<file path="config.mk">
export PLATFORM = sky130hd
export DESIGN_NAME = ps2_tx
export DESIGN_NICKNAME = d
export VERILOG_FILES = /design/src/rtl/ps2_tx.sv
export SDC_FILE = /design/constraint.sdc
export NUM_CORES = 1
export LEC_CHECK = 0
export ABC_AREA = 1
export BUFFER_PORTS_ARGS = -buffer_cell sky130_fd_sc_hd__buf_2
export CAP_MARGIN = 20
export CORE_MARGIN = 10
export CORE_UTILIZATION = 55
export DETAILED_ROUTE_END_ITERATION = 16
export HOLD_SLACK_MARGIN = 0.1
export PLACE_DENSITY = 0.85
export SYNTH_ARGS = -nofsm -noshare
export SYNTH_HDL_FRONTEND = slang
export SYNTH_SLANG_ARGS = --single-unit
</file>
<file path="constraint.sdc">
create_clock -name clock -period 4.4 [get_ports clock]
set_input_delay 0.44 -clock clock [delete_from_list [all_inputs] [get_ports clock]]
set_output_delay 0.44 -clock clock [all_outputs]
set_load 0.01 [all_outputs]
</file>
<file path="src/rtl/ps2_tx.sv">
// ----------------------------------------------------------------------------
// ps2_tx : PS/2 host-to-device command transmitter
//
// Sends one command byte (e.g. 0xED set-LEDs, 0xFF reset, 0xF3 typematic) to
// a PS/2 device over the shared open-drain PS2_CLK / PS2_DAT lines.
// The block only ever pulls a line low; the pad is wired as oe ? 1'b0 : 1'bz.
//
// Sequence: inhibit (clock low) -> request-to-send (clock and data low) ->
// release clock and shift out start, 8 data bits (LSB first), odd parity and
// stop, one bit per device-generated falling clock edge -> sample the device
// ACK on the 11th falling edge -> wait for the bus to go idle.
//
// Ports
//   clock      in   system clock (25 MHz), rising edge
//   reset      in   synchronous active-high reset
//   start      in   one-cycle send request, ignored while busy
//   data[7:0]  in   command byte, captured when start is accepted
//   busy       out  transfer in progress
//   done       out  one-cycle pulse at the end of a transfer
//   err[1:0]   out  00 ok, 01 no ACK, 10 timeout (valid from done to next start)
//   ps_clk_i   in   raw PS2_CLK pin level
//   ps_dat_i   in   raw PS2_DAT pin level
//   ps_clk_oe  out  1 = pull PS2_CLK low
//   ps_dat_oe  out  1 = pull PS2_DAT low
// ----------------------------------------------------------------------------
module ps2_tx #(
    parameter int INHIBIT_CYCLES = 3000,
    parameter int REQ_CYCLES     = 25,
    parameter int TIMEOUT_CYCLES = 375000
) (
    input  logic       clock,
    input  logic       reset,
    input  logic       start,
    input  logic [7:0] data,
    output logic       busy,
    output logic       done,
    output logic [1:0] err,
    input  logic       ps_clk_i,
    input  logic       ps_dat_i,
    output logic       ps_clk_oe,
    output logic       ps_dat_oe
);

    localparam logic [2:0] ST_IDLE      = 3'd0;
    localparam logic [2:0] ST_INHIBIT   = 3'd1;
    localparam logic [2:0] ST_REQ       = 3'd2;
    localparam logic [2:0] ST_SHIFT     = 3'd3;
    localparam logic [2:0] ST_ACK       = 3'd4;
    localparam logic [2:0] ST_WAIT_IDLE = 3'd5;

    localparam logic [1:0] ERR_OK      = 2'b00;
    localparam logic [1:0] ERR_NOACK   = 2'b01;
    localparam logic [1:0] ERR_TIMEOUT = 2'b10;

    // Terminal counts: a phase lasting N cycles ends when the counter,
    // which starts at 0, reaches N-1.
    localparam logic [18:0] INHIBIT_LAST = 19'(INHIBIT_CYCLES - 1);
    localparam logic [18:0] REQ_LAST     = 19'(REQ_CYCLES - 1);
    localparam logic [18:0] TIMEOUT_LAST = 19'(TIMEOUT_CYCLES - 1);

    // Index of the stop bit in the frame shift register.
    localparam logic [3:0] STOP_IDX = 4'd9;

    // ------------------------------------------------------------------
    // Pin synchronisers: bit 0 = clock line, bit 1 = data line.
    // Reset to 1 because an idle PS/2 bus floats high.
    // ------------------------------------------------------------------
    logic [1:0] pin_raw;
    logic [1:0] pin_sync;

    assign pin_raw = {ps_dat_i, ps_clk_i};

    genvar gi;
    generate
        for (gi = 0; gi < 2; gi++) begin : g_sync
            logic meta_reg;
            logic sync_reg;

            always_ff @(posedge clock) begin
                if (reset) begin
                    meta_reg <= 1'b1;
                    sync_reg <= 1'b1;
                end else begin
                    meta_reg <= pin_raw[gi];
                    sync_reg <= meta_reg;
                end
            end

            assign pin_sync[gi] = sync_reg;
        end
    endgenerate

    logic clk_sync;
    logic dat_sync;
    logic clk_prev_reg;
    logic fall;

    assign clk_sync = pin_sync[0];
    assign dat_sync = pin_sync[1];
    assign fall     = clk_prev_reg & ~clk_sync;

    always_ff @(posedge clock) begin
        if (reset) begin
            clk_prev_reg <= 1'b1;
        end else begin
            clk_prev_reg <= clk_sync;
        end
    end

    // ------------------------------------------------------------------
    // Control state
    // ------------------------------------------------------------------
    logic [2:0]  state_reg,  state_next;
    logic [18:0] cnt_reg,    cnt_next;     // phase timer and timeout share this
    logic [3:0]  bit_reg,    bit_next;
    logic [9:0]  frame_reg,  frame_next;   // {stop, parity, data[7:0]}
    logic        busy_reg,   busy_next;
    logic        done_reg,   done_next;
    logic [1:0]  err_reg,    err_next;
    logic        clk_oe_reg, clk_oe_next;
    logic        dat_oe_reg, dat_oe_next;

    logic timeout_hit;
    assign timeout_hit = (cnt_reg == TIMEOUT_LAST);

    always_comb begin
        state_next  = state_reg;
        cnt_next    = cnt_reg;
        bit_next    = bit_reg;
        frame_next  = frame_reg;
        busy_next   = busy_reg;
        done_next   = 1'b0;
        err_next    = err_reg;
        clk_oe_next = clk_oe_reg;
        dat_oe_next = dat_oe_reg;

        case (state_reg)
            ST_IDLE: begin
                clk_oe_next = 1'b0;
                dat_oe_next = 1'b0;
                if (start) begin
                    // Odd parity: the parity bit makes the total count of ones odd.
                    frame_next  = {1'b1, ~^data, data};
                    err_next    = ERR_OK;
                    busy_next   = 1'b1;
                    clk_oe_next = 1'b1;
                    cnt_next    = '0;
                    state_next  = ST_INHIBIT;
                end
            end

            ST_INHIBIT: begin
                if (cnt_reg == INHIBIT_LAST) begin
                    cnt_next    = '0;
                    dat_oe_next = 1'b1;        // start bit, request-to-send
                    state_next  = ST_REQ;
                end else begin
                    cnt_next = cnt_reg + 19'd1;
                end
            end

            ST_REQ: begin
                if (cnt_reg == REQ_LAST) begin
                    clk_oe_next = 1'b0;        // hand the clock to the device
                    cnt_next    = '0;          // timeout window starts here
                    bit_next    = '0;
                    state_next  = ST_SHIFT;
                end else begin
                    cnt_next = cnt_reg + 19'd1;
                end
            end

            ST_SHIFT, ST_ACK, ST_WAIT_IDLE: begin
                if (timeout_hit) begin
                    // Timeout wins over any pending no-ACK status.
                    clk_oe_next = 1'b0;
                    dat_oe_next = 1'b0;
                    err_next    = ERR_TIMEOUT;
                    done_next   = 1'b1;
                    busy_next   = 1'b0;
                    cnt_next    = '0;
                    state_next  = ST_IDLE;
                end else begin
                    cnt_next = cnt_reg + 19'd1;
                    case (state_reg)
                        ST_SHIFT: begin
                            // The device reads on its rising edge, so the next
                            // bit goes out right after each falling edge.
                            if (fall) begin
                                dat_oe_next = ~frame_reg[bit_reg];
                                if (bit_reg == STOP_IDX) begin
                                    bit_next   = '0;
                                    state_next = ST_ACK;
                                end else begin
                                    bit_next = bit_reg + 4'd1;
                                end
                            end
                        end

                        ST_ACK: begin
                            dat_oe_next = 1'b0;
                            // The device pulls data low during the 11th clock.
                            if (fall) begin
                                err_next   = dat_sync ? ERR_NOACK : ERR_OK;
                                state_next = ST_WAIT_IDLE;
                            end
                        end

                        default: begin  // ST_WAIT_IDLE
                            clk_oe_next = 1'b0;
                            dat_oe_next = 1'b0;
                            if (clk_sync && dat_sync) begin
                                done_next  = 1'b1;
                                busy_next  = 1'b0;
                                cnt_next   = '0;
                                state_next = ST_IDLE;
                            end
                        end
                    endcase
                end
            end

            default: begin
                clk_oe_next = 1'b0;
                dat_oe_next = 1'b0;
                busy_next   = 1'b0;
                cnt_next    = '0;
                state_next  = ST_IDLE;
            end
        endcase
    end

    always_ff @(posedge clock) begin
        if (reset) begin
            state_reg  <= ST_IDLE;
            cnt_reg    <= '0;
            bit_reg    <= '0;
            frame_reg  <= '0;
            busy_reg   <= 1'b0;
            done_reg   <= 1'b0;
            err_reg    <= ERR_OK;
            clk_oe_reg <= 1'b0;
            dat_oe_reg <= 1'b0;
        end else begin
            state_reg  <= state_next;
            cnt_reg    <= cnt_next;
            bit_reg    <= bit_next;
            frame_reg  <= frame_next;
            busy_reg   <= busy_next;
            done_reg   <= done_next;
            err_reg    <= err_next;
            clk_oe_reg <= clk_oe_next;
            dat_oe_reg <= dat_oe_next;
        end
    end

    assign busy      = busy_reg;
    assign done      = done_reg;
    assign err       = err_reg;
    assign ps_clk_oe = clk_oe_reg;
    assign ps_dat_oe = dat_oe_reg;

endmodule

</file>
==> impl_metrics.json <==
{
  "synth.distinct_cells": 32,
  "crit_family": "simple AND/OR/NAND/NOR gates",
  "initial_core_util_pct": 57.1,
  "setup_tns_ns": 0,
  "fmax_mhz": 446,
  "critPathKind": "flip-flop to flip-flop",
  "die_h_um": 90.3,
  "setup_viol": 0,
  "hold_viol_final": 0,
  "status": "completed",
  "synth_seq_area_share_pct": 34.6,
  "regToRegStartpoint": "state_reg[1]$_SDFFE_PP0P_",
  "grt_max_degree": 29,
  "drt-total-wl_um": 6220,
  "syn-num-nets": 422,
  "rsz0062_at_grt": "false",
  "endpoint_kind": "flip-flop",
  "die_area_mm2": 0.00815,
  "portBuffers": 18,
  "critPathArrivalTime_ns": 2.50,
  "async_flop_share_pct": 0,
  "startpoint_type": "flip-flop",
  "vias_per_cell": 5.33,
  "drive_above_1_share_pct": 14.2,
  "diodes": 0,
  "power_density_mw_per_mm2": 447,
  "worstSetupEndpoint": "state_reg[2]$_SDFFE_PP0P_",
  "cts_hold_buffers": 0,
  "path_clk_slew_ns": 0.09,
  "route.detailed.drc": 0,
  "routabilityCongestion": 0.941,
  "avgSynthCellArea_um2": 6.71,
  "final_antenna_net_count": 0,
  "ir_drop_mv": 0.267,
  "clk_path_buf_depth": 2,
  "slowest_delay_ns": 0.61,
  "vias": 2611,
  "reg2reg_to": "state_reg[2]$_SDFFE_PP0P_",
  "slew_headroom_pct": 45.4,
  "die_w_um": 90.3,
  "grt_pass1_vias": 2491,
  "yosys.area_share.simple_pct": 36.3,
  "worst_pin_slew_ns": 0.814,
  "met1_usage_pct": 20.6,
  "crit_start": "state_reg[1]$_SDFFE_PP0P_",
  "period_needed_ns": 2.24,
  "r2r_setup_slack_ns": 2.16,
  "rows": 25,
  "cp_max_fo": 16,
  "cts_sinks": 47,
  "hpwl_um": 4600,
  "grt_pass1_wl_um": 11100,
  "post_cts_buffers": 0,
  "crit_chain": "nor2_1, nand2_1, nor2_1, inv_2, nand3_2, nand2_1, a21oi_2",
  "cp_num_buf_inv": 1,
  "numCtsBuffers": 5,
  "antenna_found_initial": 0,
  "slew_viol_final": 0,
  "synthXorXnorAreaFrac_pct": 3.22,
  "drv_cap": 0,
  "period_share_pct": 51.0,
  "cp_slowest_cell": "nor2_1",
  "dp.cells": 482,
  "synthCells": 405,
  "final_cell_mix": "nand2_1 (73), inv_1 (57), nor2_1 (52)",
  "clk_latency_ns": 0.32,
  "r2r_cells": 7,
  "drtPass1Iterations": 6,
  "synth_top_family_by_area": "simple AND/OR/NAND/NOR gates",
  "yosys.area_share.adder_pct": 1.84,
  "finish.utilization_pct": 61.5,
  "p_leak_uw": 0.00127,
  "synth-compound-area-share_pct": 13.1,
  "h-tree-depth": 2,
  "fillers": 448,
  "drt_iter0_drc": 298,
  "synth_warnings": 0,
  "largest_reg_flops": 19,
  "synth-edff-count": 0,
  "track_usage_pct": 15.9,
  "ys_ff_latch": 47,
  "coreArea_mm2": 0.00475,
  "stdcell_count": 490,
  "io_pins": 19,
  "overflow": 0,
  "met3_usage_pct": 4.16,
  "hp-class": "primary input to flip-flop",
  "wl_per_cell_um": 12.7,
  "area_growth_pct": 7.69,
  "synthFlopType": "dfxtp_1",
  "busiest_layer": "met2",
  "fin_nets": 439,
  "ctsResizeCount": 0,
  "layout_commonest_cell": "nand2_1",
  "cts_tree": "yes",
  "syn_area_mm2": 0.00272,
  "cp.required_ns": 4.65,
  "synthMuxAreaShare_pct": 0,
  "cts_root_buf": "clkbuf_8",
  "worst-path-stages": 7,
  "met2_usage_pct": 24.5,
  "clock_skew_ns": 0.0129
}
[Yosys cell counts, types with 2 or more instances]
cell      count  area (um^2)
nor2_4        4         45.0
nand2_1      73          274
xnor2_1       6         52.6
nand3_2       4         40.0
inv_2         6         22.5
nor2_1       52          195
nor2_2        3         18.8
inv_1        57          214
a21oi_1      34          170
nand3b_1      3         22.5
buf_6         3         33.8
xor2_1        4         35.0
ha_1          4         50.1
clkinv_1      2         7.51
clkbuf_1      4         15.0
nor3_1        8         40.0
o211ai_1      3         22.5
or2_2         4         25.0
nor3_2        2         20.0
dfxtp_1      47          941
o21ai_0      24          120
nand3_1      31          155
nand4_1      12         75.1
nand2_2       7         43.8
[worst min-delay path by stage]
stage	startpoint	end	slack [ns]	depth (start not counted)
4_1_cts	ps_dat_i	g_sync[1].meta_reg$_SDFF_PP1_	0.31	2
3_5_place_dp	g_sync[1].meta_reg$_SDFF_PP1_	dat_sync$_SDFF_PP1_	0.40	1
3_3_place_gp	g_sync[1].meta_reg$_SDFF_PP1_	dat_sync$_SDFF_PP1_	0.40	1
5_1_grt	ps_clk_i	g_sync[0].meta_reg$_SDFF_PP1_	0.31	2
6_report	ps_dat_i	g_sync[1].meta_reg$_SDFF_PP1_	0.31	2
2_1_floorplan	g_sync[0].meta_reg$_SDFF_PP1_	clk_sync$_SDFF_PP1_	0.39	1
[final cells by class]
| cell class | instances | area, um^2 | share of cell area [%] |
|---|---|---|---|
| timing repair buffer | 18 | 90.1 | 3.08 |
| sequential | 47 | 941 | 32.2 |
| multi-input combinational | 285 | 1480 | 50.5 |
| clock inverter | 3 | 20.0 | 0.684 |
| clock buffer | 5 | 68.8 | 2.35 |
| tap | 67 | 83.8 | 2.87 |
| inverter | 65 | 244 | 8.34 |
[report_power, final]
part           internal [uW]  total (uW)  switching [uW]
logic                    164         498             334
registers                493         543            49.6
clock network            111         267             156
[per-layer routing]
layer	vias up	share of wire (%)
li1	1334	-
met1	1148	46
met2	118	44
met3	11	8.0
met4	0	1.8
met5	-	0
[per-stage QoR]
stage	setup slack (ns)	power (uW)	cell area (um^2)	hold slack (ns)
5_1_grt	1.96	1410	2930	0.310
6_report	2.16	1310	2930	0.314
3_3_place_gp	2.33	1020	2840	0.396
3_5_place_dp	2.23	1040	2840	0.400
4_1_cts	2.21	1300	2930	0.311
2_1_floorplan	2.83	947	2720	0.389
[logic make-up (layout without fill, tap and decap cells)]
| kind of cell | after synthesis | after routing |
|---|---|---|
| flops | 47 | 47 |
| buf+inv | 73 | 91 |
| compound gates | 66 | 66 |
| simple gates | 205 | 205 |
| fa+ha+maj | 4 | 4 |
| xor+xnor | 10 | 10 |
No activity file was read; power rests on OpenSTA's default activity.
